$ cat src/rtl/dmem_arbiter.sv
// Data-memory port arbiter between the CPU MEM stage and a host loader/dump port.
// The CPU wins contention until the host has lost STARVE_LIMIT cycles in a row.
module dmem_arbiter #(
    parameter int AW           = 8,
    parameter int DW           = 8,
    parameter int STARVE_LIMIT = 4
) (
    input  logic          clk,
    input  logic          reset,
    input  logic          cpu_req,
    input  logic          cpu_we,
    input  logic [AW-1:0] cpu_addr,
    input  logic [DW-1:0] cpu_wdata,
    output logic          cpu_stall,
    output logic [DW-1:0] cpu_rdata,
    input  logic          host_req,
    input  logic          host_we,
    input  logic [AW-1:0] host_addr,
    input  logic [DW-1:0] host_wdata,
    output logic          host_gnt,
    output logic          host_rvalid,
    output logic [DW-1:0] host_rdata,
    output logic          mem_we,
    output logic          mem_re,
    output logic [AW-1:0] mem_addr,
    output logic [DW-1:0] mem_wdata,
    input  logic [DW-1:0] mem_rdata,
    output logic [1:0]    dbg_rd_state,
    output logic [3:0]    dbg_wait_cnt
);

    // Handshake: a request is held by its owner; grant is combinational in the
    // request cycle, writes retire at that edge, read data returns on the next cycle.
    typedef enum logic [1:0] {
        IDLE    = 2'd0,
        CPU_RD  = 2'd1,
        HOST_RD = 2'd2
    } rd_state_e;

    localparam logic [3:0] LIMIT = 4'(STARVE_LIMIT);

    rd_state_e     rd_state_q, rd_state_d;
    logic [3:0]    wait_cnt_q, wait_cnt_d;
    logic [DW-1:0] cpu_rdata_q;
    logic [DW-1:0] host_rdata_q;
    logic          cpu_grant;
    logic          host_forced;

    // Reset gates every grant so no strobe can escape while reset is low.
    assign host_forced = (wait_cnt_q == LIMIT);
    assign host_gnt    = reset & host_req & (~cpu_req | host_forced);
    assign cpu_grant   = reset & cpu_req & ~host_gnt;
    assign cpu_stall   = reset & cpu_req & ~cpu_grant;

    always_comb begin
        mem_we    = 1'b0;
        mem_re    = 1'b0;
        mem_addr  = '0;
        mem_wdata = '0;
        if (host_gnt) begin
            mem_we    = host_we;
            mem_re    = ~host_we;
            mem_addr  = host_addr;
            mem_wdata = host_wdata;
        end else if (cpu_grant) begin
            mem_we    = cpu_we;
            mem_re    = ~cpu_we;
            mem_addr  = cpu_addr;
            mem_wdata = cpu_wdata;
        end
    end

    always_comb begin
        wait_cnt_d = '0;
        if (host_req && !host_gnt) begin
            wait_cnt_d = (wait_cnt_q == LIMIT) ? LIMIT : wait_cnt_q + 4'd1;
        end
    end

    always_comb begin
        rd_state_d = IDLE;
        if (cpu_grant && !cpu_we) begin
            rd_state_d = CPU_RD;
        end else if (host_gnt && !host_we) begin
            rd_state_d = HOST_RD;
        end
    end

    // The read owner is recorded at the grant edge so returning data is steered
    // to whoever issued it, even when the other side is granted in that cycle.
    always_ff @(posedge clk or negedge reset) begin
        if (!reset) begin
            rd_state_q   <= IDLE;
            wait_cnt_q   <= '0;
            cpu_rdata_q  <= '0;
            host_rdata_q <= '0;
        end else begin
            rd_state_q <= rd_state_d;
            wait_cnt_q <= wait_cnt_d;
            if (rd_state_q == CPU_RD) begin
                cpu_rdata_q <= mem_rdata;
            end
            if (rd_state_q == HOST_RD) begin
                host_rdata_q <= mem_rdata;
            end
        end
    end

    assign cpu_rdata    = (rd_state_q == CPU_RD) ? mem_rdata : cpu_rdata_q;
    assign host_rdata   = (rd_state_q == HOST_RD) ? mem_rdata : host_rdata_q;
    assign host_rvalid  = (rd_state_q == HOST_RD);
    assign dbg_rd_state = rd_state_q;
    assign dbg_wait_cnt = wait_cnt_q;

endmodule

$ cat config.mk
export PLATFORM = sky130hd
export DESIGN_NAME = dmem_arbiter
export DESIGN_NICKNAME = d
export VERILOG_FILES = /design/src/rtl/dmem_arbiter.sv
export SDC_FILE = /design/constraint.sdc
export NUM_CORES = 1
export LEC_CHECK = 0
export CAP_MARGIN = 40
export CORE_ASPECT_RATIO = 0.7
export CORE_MARGIN = 3
export CORE_UTILIZATION = 34
export CTS_BUF_LIST = sky130_fd_sc_hd__clkbuf_8
export DETAILED_ROUTE_END_ITERATION = 10
export PLACE_DENSITY = 0.83
export SETUP_SLACK_MARGIN = 0.02
export SKIP_LAST_GASP = 1
export SYNTH_ARGS = -nofsm -noshare
export SYNTH_HDL_FRONTEND = slang
export SYNTH_SLANG_ARGS = --single-unit
$ cat constraint.sdc
create_clock -name clk -period 2.4 [get_ports clk]
set_clock_uncertainty 0.1 [all_clocks]
set_input_delay 0.72 -clock clk [delete_from_list [all_inputs] [get_ports clk]]
set_output_delay 0.72 -clock clk [all_outputs]
set_load 0.02 [all_outputs]
# Word-level counts from Yosys, hierarchy flattened
# Cells that the tools add are included.
[classes]
addsub = 1
eq_ne = 3
bitwise_logic = 11
n_mux = 14
reduce_logical = 6
[ops]
columns = ["cell", "n"]
rows = [
  ["$mux W8", 6],
  ["$mux W4", 2],
  ["$and A1 B1 Y1", 5],
  ["$not A1 Y1", 5],
  ["$add A4 B1 Y4 const B", 1],
  ["$eq A4 B3 Y1 const B", 1],
  ["$mux W1", 4],
  ["$mux W2", 2],
  ["$logic_and A1 B1 Y1", 3],
  ["$logic_not A1 Y1", 3],
  ["$eq A2 B1 Y1 const B", 1],
  ["$eq A2 B2 Y1 const B", 1],
  ["$or A1 B1 Y1", 1],
]
[totals]
output_inout_bits = 43
elab_cells = 39
inputBits = 46
register_bits = 22

# Depth between registers and ports, before layout
# Gate-level depths: netlist of run 1.
[depth]
ltp_word = 7
depth_mapped = 6
mapped_depth_nobuf = 5

# Worst setup path before layout of run 1
# Ideal clock, no wire load.
[synth_path]
path_kind = "reg2out"
startpoint = "register wait_cnt_q[0] (netlist: dbg_wait_cnt[0])"
endpoint = "output mem_addr[0]"
path_slack_ns = -0.192
required_time_ns = 1.580
path_stages_with_launch = 7
n_path_buf = 1
t_arrival_ns = 1.772
cell_sequence = "dfrtp_1 -> inv_1 -> ha_1 -> and3b_4 -> a211oi_4 -> buf_6 -> a22o_1"
[synth_between]
elab_chain_cells = 7
[synth_rtl]
columns = ["element", "line", "text"]
rows = [
  ["from (decl)", "43", "logic [3:0] wait_cnt_q, wait_cnt_d;"],
  ["from (signal assigned)", "99", "wait_cnt_q <= wait_cnt_d;"],
  ["$eq A4 B3 Y1 *", "50", "assign host_forced = (wait_cnt_q == LIMIT);"],
  ["$or A1 B1 Y1 *", "51", "assign host_gnt = reset & host_req & (~cpu_req | host_forced);"],
  ["$and A1 B1 Y1 *", "51", ""],
  ["$not A1 Y1", "52", "assign cpu_grant = reset & cpu_req & ~host_gnt;"],
  ["$and A1 B1 Y1", "52", ""],
  ["$mux W8", "65", "end else if (cpu_grant) begin"],
  ["$mux W8 *", "60", "if (host_gnt) begin"],
  ["to (decl)", "25", "output logic [AW-1:0] mem_addr,"],
]
# Every way passes the cells marked *; elsewhere a longest branch is shown, timed or not.

# Final worst setup path of run 1
[layout_path]
startpoint = "register wait_cnt_q[1] (netlist: dbg_wait_cnt[1])"
endpoint = "output mem_wdata[6]"
[layout_between]
elab_chain_cells = 7
[layout_rtl]
columns = ["element", "line", "text"]
rows = [
  ["$eq A4 B3 Y1 *", "50", ""],
  ["$or A1 B1 Y1 *", "51", ""],
  ["$and A1 B1 Y1 *", "51", ""],
  ["$not A1 Y1", "52", ""],
  ["$and A1 B1 Y1", "52", ""],
  ["$mux W8", "65", ""],
  ["$mux W8 *", "60", ""],
  ["to (decl)", "26", "output logic [DW-1:0] mem_wdata,"],
]
# Marked as above.

==> results.rst, run 1 <==
.. list-table::
   :header-rows: 1

   * - Metric
     - Value
   * - Antenna violation net count after detailed routing
     - 0
   * - Cell Chain, Critical Path
     - inv_2, ha_4, and3b_4, o211a_4, buf_12, a22o_4, buf_4
   * - Class of the worst hold path
     - in2async
   * - Clock latency on the worst-skew pair
     - 0.27 ns
   * - Final setup vio count
     - 21
   * - Final Net Count
     - 256
   * - Maximum ir drop on the vdd rail
     - 0.000372 V
   * - Vias in the first global route
     - 1394
   * - Sequential cell area fraction in the yosys report
     - 0.497
   * - Detailed-routing wirelength on met1
     - 1910 um
   * - Average size of a mapped cell
     - 12.2 um^2
   * - Met3 routed WL
     - 302 um
   * - CTS tree
     - built
   * - Clock period minus worst slack
     - 2.72 ns
   * - Routability congestion estimate
     - 0.819
   * - Standard-cell row count
     - 16
   * - Post-DP HPWL
     - 3160 um
   * - Placeable core region
     - 2940 um^2
   * - Die area
     - 3990 um^2
   * - Final period util
     - 1.13
   * - Share of layout cells above drive strength 1
     - 0.531
   * - Rel. slew slack
     - 0.771
   * - Root Buffer
     - sky130_fd_sc_hd__clkbuf_8
   * - Clock sink count
     - 22
   * - Area occupied by registers
     - 553 um^2
   * - H-tree levels
     - 1
   * - Yosys warning count
     - 0
   * - Antenna violations before repair
     - 0
   * - Placed Instance Area
     - 2240 um^2
   * - Post-synthesis net count
     - 139
   * - Die Y
     - 53.7 um
   * - Worst r2r path cells
     - 7
   * - Final std cell area, no fill
     - 2510 um^2
   * - Data required, critical path
     - 1.58 ns
   * - Count of boundary I/O pins
     - 89
   * - Post-synthesis cell count
     - 91
   * - Total power density per cell area
     - 557 nW/um^2
   * - GRT Util Overall
     - 0.254
   * - Ratio of routed vias to standard cells
     - 5.11
   * - Diodes inserted
     - 0
   * - Setup repair after global routing missed its margin
     - yes
   * - Setup slack of the critical path after layout
     - -0.315 ns
   * - Number of maximum-capacitance violations
     - 0
   * - Violated checks
     - negative setup slack
   * - Max-slew violations
     - 0
   * - Mapped cell area
     - 1110 um^2
   * - CP max-delay cell
     - sky130_fd_sc_hd__dfrtp_2
   * - Global route overflow
     - 0
   * - First-pass GRT wire length
     - 7410 um
   * - Area taken by multi-input logic gates
     - 678 um^2
   * - Number of buffers on the longest clock path
     - 2
   * - Per-cell routed wire length
     - 20.6 um
   * - Count of fill cells added during filler insertion
     - 138
   * - Achievable clock frequency
     - 0.368 GHz
   * - Via count of the routed design
     - 1241
   * - Place WS
     - -1.01 ns
   * - Crit Path Max Fanout
     - 12
   * - Status
     - finished with violations
   * - Leakage dissipation
     - 1.27 nW
   * - Clock input transition at the sequential cells of the worst setup and hold paths
     - 0.08 ns
   * - Die extent in x
     - 74.2 um
   * - Number of buffers created by CTS
     - 3
   * - Worst Setup Start Kind
     - flip-flop
   * - Category of the critical setup timing path
     - reg2out
   * - Slew of the pin with the lowest slew margin
     - 0.339 ns
   * - Number of distinct library cells after synthesis
     - 22
   * - Initial cell density of the core
     - 0.376
   * - Number of register bits inferred by synthesis
     - 22
   * - Pre-Repair DR Iteration Count
     - 4
   * - Buffers added on ports
     - 88
   * - Count of unresolved DRC violations after routing
     - 0
   * - Sum of negative setup slack
     - -5.73 ns
   * - Largest stage delay on the critical path
     - 0.38 ns
   * - WL met2
     - 2730 um
   * - Critical Path Sink Type
     - output pin
   * - Pin count of the biggest net entering global routing
     - 23
   * - Hold violation count in the final report
     - 0
   * - Wire length reported by the detailed router
     - 5010 um
   * - Drt initial violations
     - 53
   * - CP Data Arrival Time
     - 1.90 ns
   * - DR top layer
     - met4
   * - Area Growth Syn to Fin
     - 126%
==> synth_stat cells <==
library cell / number / area share
sky130_fd_sc_hd__dfrtp_1: 22 / 0.50
sky130_fd_sc_hd__a22o_1: 18 / 0.14
sky130_fd_sc_hd__mux2_2: 16 / 0.16
sky130_fd_sc_hd__inv_1: 8 / 0.027
sky130_fd_sc_hd__nor2_1: 4 / 0.014
sky130_fd_sc_hd__and2_1: 3 / 0.017
sky130_fd_sc_hd__buf_2: 2 / 0.0090
sky130_fd_sc_hd__clkbuf_1: 2 / 0.0068
sky130_fd_sc_hd__ha_1: 2 / 0.023
sky130_fd_sc_hd__nand2_1: 2 / 0.0068
sky130_fd_sc_hd__a211oi_4: 1 / 0.018
sky130_fd_sc_hd__a21oi_1: 1 / 0.0045
sky130_fd_sc_hd__and3b_4: 1 / 0.011
sky130_fd_sc_hd__buf_6: 1 / 0.010
sky130_fd_sc_hd__mux2i_1: 1 / 0.0090
sky130_fd_sc_hd__nand2b_1: 1 / 0.0057
sky130_fd_sc_hd__nand3_1: 1 / 0.0045
sky130_fd_sc_hd__nor2b_1: 1 / 0.0057
sky130_fd_sc_hd__nor3_1: 1 / 0.0045
sky130_fd_sc_hd__nor4b_1: 1 / 0.0079
sky130_fd_sc_hd__o211a_1: 1 / 0.0090
sky130_fd_sc_hd__o21ai_0: 1 / 0.0045
==> where the power goes <==
part | leakage [nW] | internal [W] | switching (W)
clock | 0.0288 | 0.000147 | 0.000128
sequential | 0.266 | 0.000437 | 0.0000273
combinational | 0.974 | 0.000360 | 0.000299
total | 1.27 | 0.000943 | 0.000454
==> path summary, 6_finish.rpt <==
kind	end	start	slack, ns
setup reg to reg	dbg_wait_cnt[2]	dbg_wait_cnt[1]	0.57
hold reg to reg	cpu_rdata_q[3]	cpu_rdata_q[3]	0.41
max in group asynchronous	dbg_wait_cnt[0]	reset	1.56
setup / recovery	mem_wdata[6]	dbg_wait_cnt[1]	-0.32
hold / removal	cpu_rdata_q[7]	reset	0.39
min in group clk	cpu_rdata_q[3]	cpu_rdata_q[3]	0.41
==> layer usage <==
metal / global-route usage / vias to the layer above
li1: - / 561
met1: 0.296 / 613
met2: 0.478 / 58
met3: 0.0597 / 9
met4: 0.0562 / 0
met5: 0 / -
==> state kept, by name, summed over array words and instances (netlist names) <==
signal and cells:
dbg_wait_cnt 4, host_rdata_q 8, cpu_rdata_q 8, dbg_rd_state 2
==> cell usage in the layout (no fill, tap or decap) <==
master and count:
sky130_fd_sc_hd__nor2b_4 1, sky130_fd_sc_hd__a211oi_4 1, sky130_fd_sc_hd__o21ai_0 1, sky130_fd_sc_hd__nand2b_4 1, sky130_fd_sc_hd__mux2_4 13, sky130_fd_sc_hd__clkbuf_2 2, sky130_fd_sc_hd__and2_1 3, sky130_fd_sc_hd__buf_6 21
sky130_fd_sc_hd__dlygate4sd2_1 6, sky130_fd_sc_hd__nor4b_1 1, sky130_fd_sc_hd__and3b_4 1, sky130_fd_sc_hd__nor2_1 4, sky130_fd_sc_hd__nand3_1 1, sky130_fd_sc_hd__a22o_4 11, sky130_fd_sc_hd__buf_2 4, sky130_fd_sc_hd__a22o_1 7
sky130_fd_sc_hd__buf_16 2, sky130_fd_sc_hd__mux2_2 3, sky130_fd_sc_hd__buf_12 2, sky130_fd_sc_hd__inv_1 4, sky130_fd_sc_hd__inv_2 4, sky130_fd_sc_hd__dlymetal6s2s_1 4, sky130_fd_sc_hd__clkbuf_8 4, sky130_fd_sc_hd__a21oi_1 1
sky130_fd_sc_hd__clkdlybuf4s15_2 1, sky130_fd_sc_hd__nor3_1 1, sky130_fd_sc_hd__ha_4 1, sky130_fd_sc_hd__buf_8 1, sky130_fd_sc_hd__ha_1 1, sky130_fd_sc_hd__clkdlybuf4s50_1 40, sky130_fd_sc_hd__dfrtp_2 2, sky130_fd_sc_hd__o211a_4 1
sky130_fd_sc_hd__dfrtp_1 20, sky130_fd_sc_hd__nand2_1 2, sky130_fd_sc_hd__mux2i_1 1, sky130_fd_sc_hd__buf_4 34
==> area by class of cell <==
class / count / share of cell area
Clock buffer: 4 / 0.0220
Inverter: 8 / 0.0120
Multi-Input combinational cell: 56 / 0.270
Sequential cell: 22 / 0.221
Tap cell: 36 / 0.0180
Timing Repair Buffer: 117 / 0.457
==> critical path, delay by kind of cell (launching register included) <==
kind,cells,cell delay (ns)
buffers and inverters,3,0.37
flip-flops,1,0.38
AO/OA/AOI/OAI,2,0.51
AND/OR/NAND/NOR,1,0.20
adder cells (fa/ha/maj),1,0.16
==> cell families after synthesis <==
logic type,synth area share
flip-flops,0.497
AO/OA/AOI/OAI,0.179
AND/OR/NAND/NOR,0.0768
buffers and inverters,0.0531
adder cells (fa/ha/maj),0.0226
multiplexers,0.172
==> stage by stage <==
stage / hold WS [ns] / power, W / std cells / utilization
4_1_cts: 0.401 / 0.00135 / 240 / 0.823
3_3_place_gp: 0.379 / 0.00102 / 223 / 0.761
6_report: 0.395 / 0.00140 / 243 / 0.852
3_5_place_dp: 0.386 / 0.00104 / 223 / 0.761
2_1_floorplan: 0.324 / 0.000720 / 91 / -
5_1_grt: 0.405 / 0.00144 / 243 / 0.852
==> what timing repair did <==
item | 4_1_cts | 5_1_grt
endpoints found under the hold margin | 0 | 0
hold buffers | 0 | 0
endpoints found under the setup margin | 37 | 36
resized for setup | 199 | 36
setup buffers | 11 | 3
pin swaps | 2 | 0
gates cloned | 2 | 0
(Power assumes the default switching activity.)
==> run 2: changes to the inputs <==
PLACE_DENSITY = not set   (was 0.83)
PLACE_DENSITY_LB_ADDON = 0.15   (was not set)
SETUP_SLACK_MARGIN = not set   (was 0.02)
==> results.rst, run 2 (synthesis gave the netlist of run 1 again) <==
.. list-table::
   :header-rows: 1

   * - Metric
     - Value
   * - Status
     - finished with violations
   * - Die Y
     - 53.7 um (unchanged)
   * - Worst hold slack across all endpoints
     - 0.399 ns (+0.00403 ns)
   * - Sw power
     - 0.000412 W (-9.3%)
   * - Post-DP HPWL
     - 3060 um (-3.4%)
   * - Clock input transition at the sequential cells of the worst setup and hold paths
     - 0.07 ns (about the same)
   * - Share of layout cells above drive strength 1
     - 0.510 (-0.0213)
   * - Number of buffers created by CTS
     - 3 (unchanged)
   * - Worst reg2reg path startpoint
     - dbg_wait_cnt[1]
   * - Root Buffer
     - sky130_fd_sc_hd__clkbuf_8
   * - Setup repair after global routing missed its margin
     - yes
   * - Antenna violations before repair
     - 0 (unchanged)
   * - Data required, critical path
     - 1.58 ns (about the same)
   * - Setup slack of the critical path after layout
     - -0.292 ns (+0.0237 ns)
   * - Final std cell area, no fill
     - 2530 um^2 (+0.80%)
   * - Flop pwr share
     - 0.325 (-0.007)
   * - Placed Instance Area
     - 2240 um^2 (+0.22%)
   * - Rel. slew slack
     - 0.818 (+0.0467)
   * - Per-cell routed wire length
     - 18.9 um (-8.4%)
   * - Endpoint of the lowest-slack register-to-register path
     - dbg_wait_cnt[2]
   * - Routability congestion estimate
     - 0.758 (-7.5%)
   * - Final setup vio count
     - 21 (unchanged)
   * - Placed cell count
     - 222 (-0.45%)
   * - Internal portion of total power
     - 0.00100 W (+6.2%)
   * - Number of maximum-capacitance violations
     - 0 (unchanged)
   * - Vias in the first global route
     - 1240 (-11%)
   * - Hold path depth
     - 1
   * - Area Growth Syn to Fin
     - 128%
   * - Internal reg-to-reg setup slack
     - 0.70 ns (+0.13 ns)
   * - Clock period minus worst slack
     - 2.69 ns (-0.0237 ns)
   * - Wire length reported by the detailed router
     - 4410 um (-12%)
   * - Final Non-Filler Cells
     - 234 (-3.7%)
   * - CP Data Arrival Time
     - 1.87 ns (-0.03 ns)
   * - Total power density per cell area
     - 559 nW/um^2 (+0.38%)
   * - Share of the core filled with cells
     - 0.859 (+0.00680)
   * - Worst Setup Start Kind
     - input port
   * - Clock sink count
     - 22 (unchanged)
   * - Power share of the clock group
     - 0.238 (+0.042)
   * - Drt initial violations
     - 45 (-15%)
   * - Leading cell types in the layout, fill and taps excluded
     - sky130_fd_sc_hd__clkdlybuf4s50_1, sky130_fd_sc_hd__buf_6, sky130_fd_sc_hd__dfrtp_1
   * - Min-delay src
     - host_rdata_q[7]
   * - Class of the worst hold path
     - reg2reg
   * - Commonest non-fill, non-tap cell in the layout
     - sky130_fd_sc_hd__clkdlybuf4s50_1
   * - Standard-cell row count
     - 16 (unchanged)
   * - Max-slew violations
     - 0 (unchanged)
   * - H-tree levels
     - 1 (unchanged)
   * - Maximum ir drop on the vdd rail
     - 0.000576 V (+55%)
   * - Worst r2r path cells
     - 6 (-1)
   * - Slew of the pin with the lowest slew margin
     - 0.270 ns (-0.0694 ns)
   * - Sum of negative setup slack
     - -5.25 ns (+0.480 ns)
   * - Hold-fix buffer count after cts
     - 0 (unchanged)
   * - Global route overflow
     - 0 (unchanged)
   * - Critical Path Sink Type
     - output pin
   * - Category of the critical setup timing path
     - in2out
   * - Ratio of routed vias to standard cells
     - 5.20 (+1.8%)
   * - Count of boundary I/O pins
     - 89 (unchanged)
   * - Violated checks
     - negative setup slack
   * - CTS tree
     - built
   * - Antenna violation net count after detailed routing
     - 0 (unchanged)
   * - Die area
     - 3990 um^2 (unchanged)
   * - Final period util
     - 1.12 (-0.00988)
   * - Count of unresolved DRC violations after routing
     - 0 (unchanged)
   * - Crit. Startpoint
     - cpu_req
   * - Relative contribution of combinational cells to total power
     - 0.437 (-0.034)
   * - Hold violation count in the final report
     - 0 (unchanged)
   * - GRT Util Overall
     - 0.210 (-0.0445)
   * - Leakage dissipation
     - 1.24 nW (-2.0%)
   * - Number of buffers on the longest clock path
     - 2 (unchanged)
   * - Buffers added on ports
     - 88 (unchanged)
   * - Diodes inserted
     - 0 (unchanged)
   * - Crit Path Max Fanout
     - 5 (-7)
   * - WHS Endpoint
     - host_rdata_q[7]
   * - Switching power as a share of total power
     - 0.291 (-0.0337)
   * - Clock latency on the worst-skew pair
     - 0.26 ns (about the same)
   * - Final Net Count
     - 247 (-3.5%)
   * - Die extent in x
     - 74.2 um (unchanged)
   * - First-pass GRT wire length
     - 6160 um (-17%)
   * - Placeable core region
     - 2940 um^2 (unchanged)
   * - Initial cell density of the core
     - 0.376 (unchanged)
   * - Pin count of the biggest net entering global routing
     - 23 (unchanged)
   * - Pre-Repair DR Iteration Count
     - 4 (unchanged)
   * - Via count of the routed design
     - 1216 (-2.0%)
   * - Achievable clock frequency
     - 0.372 GHz (+0.88%)
run 2: cell types whose count changed in the layout (fill, tap and decap cells not counted), moves of 2 or more:
cell	previous run	this run
sky130_fd_sc_hd__buf_4	34	17
sky130_fd_sc_hd__dlygate4sd2_1	6	2
sky130_fd_sc_hd__mux2_4	13	11
sky130_fd_sc_hd__clkdlybuf4s50_1	40	42
sky130_fd_sc_hd__clkbuf_16	0	2
sky130_fd_sc_hd__buf_6	21	29
sky130_fd_sc_hd__mux2_2	3	5
run 2: worst max path at each step:
stage / to / cells past startpoint
2_1_floorplan: mem_addr[0] / 6
3_3_place_gp: mem_wdata[7] / 6
3_5_place_dp: mem_wdata[6] / 6
4_1_cts: mem_addr[4] / 7
5_1_grt: mem_addr[1] / 7
6_report: mem_wdata[4] / 6
run 2: through the flow:
stage	worst slack [ns]	total power, W
after global placement	-0.948	0.00101
after CTS	-0.297	0.00137
final	-0.292	0.00141
after global routing	-0.328	0.00147
after floorplan	-0.0184	0.000720
after detailed placement	-0.967	0.00103
run 2: power groups by stage:
stage          sequential [W]  combinational, W  clock, W
2_1_floorplan        0.000464          0.000256         0
3_3_place_gp         0.000458          0.000550         0
3_5_place_dp         0.000464          0.000565         0
4_1_cts              0.000458          0.000571  0.000342
5_1_grt              0.000465          0.000647  0.000359
6_report             0.000459          0.000617  0.000337
run 2: metal layers:
layer | wire (um) | GRT usage
met1 | 1750 | 0.257
met2 | 2400 | 0.384
met3 | 248 | 0.0541
met4 | 21 | 0.0296
met5 | 0 | 0
run 2: timing repair:
item	4_1_cts	5_1_grt
resized for setup	193	46
pin swaps	4	16
buffers inserted	3	1
cloned	2	2
endpoints found under the setup margin	37	33
run 2: critical path, cell delays in order:
cell                              delay, ns
sky130_fd_sc_hd__clkdlybuf4s15_1       0.22
sky130_fd_sc_hd__inv_2                 0.07
sky130_fd_sc_hd__o211a_4               0.31
sky130_fd_sc_hd__clkbuf_16             0.18
sky130_fd_sc_hd__a22o_4                0.24
sky130_fd_sc_hd__buf_6                 0.13
run 2: final cells by class:
| cell class | count | area (um^2) |
|---|---|---|
| repair buffers | 108 | 1160 |
| multi-input cells | 56 | 666 |
| flip-flops and latches | 22 | 554 |
| fillers | 133 | 415 |
| well taps | 36 | 45.0 |
| clock buffers | 3 | 41.3 |
| clock inverters | 1 | 30.0 |
| inverters | 8 | 30.0 |
==> edit 1 (flow settings as in run 2) <==
Reset style: synchronous (`reset`), changed in one clocked block.
--- a/src/rtl/dmem_arbiter.sv
+++ b/src/rtl/dmem_arbiter.sv
@@ -88,7 +88,7 @@
 
     // The read owner is recorded at the grant edge so returning data is steered
     // to whoever issued it, even when the other side is granted in that cycle.
-    always_ff @(posedge clk or negedge reset) begin
+    always_ff @(posedge clk) begin
         if (!reset) begin
             rd_state_q   <= IDLE;
             wait_cnt_q   <= '0;
Behaviour: differs if reset is asserted again (counterexample within 4 cycles, from zero or initial values and one cycle with reset low); with reset held inactive, the same outputs for 10 cycles.
==> edit 1 against run 2 <==
The flow still finishes with violations (negative setup slack); synthesized area fell by 0.68%; setup slack improved by 0.23 ns; cell area fell by 10%; wire length fell by 16%; sequential cell count did not move.
Power is not compared: it rests on default switching activity, and its combinational part moved more than twofold at a synthesized area within 25%.
==> edit 1: results <==
INSERT INTO impl_metrics (metric_group, metric, value, unit) VALUES
('grt', 'maximum_number_of_pins_on_one_net_before_global_route_repair', '17', ''),
('critical_path', 'arrival', '1.64', 'ns'),
('synth', 'ys_seq_area_share', '40.0', '%'),
('status', 'violated_checks', 'negative setup slack', ''),
('timing', 'finalSetupViolCount', '18', ''),
('critical_path', 'crit_path_end', 'mem_wdata[2]', ''),
('placement', 'gpl.final_weighted_congestion', '0.789', ''),
('hold_path', 'hold_depth', '2', ''),
('routing', 'route.final.wire_length', '3710', 'um'),
('critical_path', 'path_delay_family', 'compound AO/OA/AOI/OAI gates', ''),
('hold_path', 'hold_end', 'dbg_wait_cnt[0]', ''),
('placement', 'pre_cts_ws', '-0.844', 'ns'),
('placement', 'placedInstanceArea', '0.00210', 'mm2'),
('critical_path', 'ff2ff_setup_slack', '0.99', 'ns'),
('synth', 'syn-num-nets', '153', ''),
('critical_path', 'r2r-start', 'dbg_rd_state[0]', ''),
('layout', 'drive_above_1_share', '40.2', '%'),
('synth', 'yosys.cell_types.count', '20', ''),
('status', 'run_status', 'complete, but fails checks', ''),
('critical_path', 'worst_path_fanout_max', '10', ''),
('timing', 'final_critical_path_setup_slack', '-0.0630', 'ns'),
('synth', 'synthArstFlopShare', '0', '%'),
('synth', 'synthTopCellsByCount', 'dfxtp_1, and2_1, a22o_1, mux2_2, inv_1', ''),
('synth', 'postSynthCellCount', '105', ''),
('critical_path', 'crit_path_max_incr_delay', '0.33', 'ns');
## edit 1: layer usage
| metal | GRT usage [%] | wire [um] | up-vias | part of all wire, % |
|---|---|---|---|---|
| met5 | 0 | 0 | - | 0 |
| met4 | 4.52 | 44 | 0 | 1.2 |
| met3 | 6.16 | 356 | 4 | 9.6 |
| met2 | 33.4 | 1850 | 50 | 50 |
| met1 | 21.0 | 1460 | 508 | 39 |
| li1 | - | - | 565 | - |
## edit 1: final cells by class
class                      count  area, um2  share of cell area, %
timing repair buffer         102       1070                   46.9
tap                           36       45.0                   1.98
multi-input combinational     69        639                   28.1
clock buffer                   4       55.1                   2.42
inverter                       7       26.3                   1.15
sequential                    22        443                   19.5
## edit 1: cells by family after synthesis
family / Yosys count / synth area share (%)
compound gates: 20 / 16.0
xor+xnor: 2 / 1.59
fa+ha+maj: 2 / 2.27
buf+inv: 14 / 6.94
flops: 22 / 40.0
mux: 16 / 16.4
simple gates: 29 / 16.7
==> edit 2 (flow settings as in run 2) <==
Without the edit above. Set the parameter `AW` to 7 (it was 8).
--- a/src/rtl/dmem_arbiter.sv
+++ b/src/rtl/dmem_arbiter.sv
@@ -1,7 +1,7 @@
 // Data-memory port arbiter between the CPU MEM stage and a host loader/dump port.
 // The CPU wins contention until the host has lost STARVE_LIMIT cycles in a row.
 module dmem_arbiter #(
-    parameter int AW           = 8,
+    parameter int AW           = 7,
     parameter int DW           = 8,
     parameter int STARVE_LIMIT = 4
 ) (
Ports: changed (resized cpu_addr, host_addr and mem_addr); port bits go from 89 to 86. No check against the original RTL was run, so the function may have changed too.
==> edit 2 against run 2 <==
The run still ends with negative setup slack left; wire length down 8.5%; power shrank 5.6%; sequential cell count did not move; cell area shrank 3.8%; largest cell class unchanged; final cell count decreased by 2.1%; highest routed layer unchanged; die area decreased by 0.72%; setup slack gained 0.0038 ns; synthesized area shrank 0.79%.
==> edit 2: results <==
INSERT INTO impl_metrics (metric_group, metric, value, unit) VALUES
('timing', 'period_minus_slack', '2.69', 'ns'),
('routing', 'route.final.wire_length', '4040', 'um'),
('status', 'violated_checks', 'negative setup slack', ''),
('placement', 'placedInstanceArea', '0.00221', 'mm2'),
('timing', 'final_critical_path_setup_slack', '-0.288', 'ns'),
('layout', 'area.sequential', '553', 'um2'),
('grt', 'grt_pass1_vias', '1252', ''),
('layout', 'finalNetCount', '240', ''),
('placement', 'io_buffer_count', '85', ''),
('placement', 'gpl.final_weighted_congestion', '0.682', ''),
('synth', 'synthTopCellsByCount', 'dfrtp_1, a22o_1, mux2_2, inv_1, nor2_1', ''),
('pwr', 'max-vdd-ir-drop', '535', 'uV'),
('pwr', 'p_clk', '0.262', 'mW'),
('routing', 'wl_met1', '1560', 'um'),
('grt', 'grt.total_usage', '20.7', '%'),
('synth', 'synth-compound-area-share', '17.2', '%'),
('routing', 'met2_length', '2210', 'um'),
('pwr', 'clock_power_share', '19.6', '%'),
('layout', 'fillerInstances', '165', ''),
('grt', 'grtUsageMet2', '37.8', '%'),
('timing', 'finalSetupViolCount', '19', ''),
('routing', 'wl_per_cell', '17.6', 'um'),
('synth', 'ys_top_cells_by_area', 'dfrtp_1, mux2_2, a22o_1, inv_1, ha_1', ''),
('routing', 'vias', '1149', ''),
('status', 'run_status', 'complete, but fails checks', ''),
('clock_network', 'post_cts_repair_setup_buffers', '4', '');
edit 2: cell count changes in the layout (fill, tap and decap cells not counted), moves of 2 or more:
| cell | change |
|---|---|
| dlygate4sd2_1 | +2 |
| dlymetal6s2s_1 | -2 |
| a22o_4 | +2 |
| a22o_1 | -3 |
| buf_4 | +3 |
| buf_12 | -2 |
edit 2: final timing paths:
check,from,endpoint,slack (ns),cells past startpoint
min,cpu_rdata_q[1],cpu_rdata_q[1],0.40,1
min in group asynchronous,reset,host_rdata_q[1],0.49,2
max,cpu_req,mem_addr[1],-0.29,6
min reg2reg,cpu_rdata_q[1],cpu_rdata_q[1],0.40,1
max in group asynchronous,reset,dbg_wait_cnt[1],1.48,2
max reg2reg,dbg_wait_cnt[1],dbg_wait_cnt[2],0.51,7
edit 2: cell type report:
cell class | count | area share, %
timing repair buffer | 104 | 44.4
clock buffer | 4 | 2.26
inverter | 8 | 1.24
tap | 36 | 1.85
sequential | 22 | 22.7
multi-input combinational | 55 | 27.5
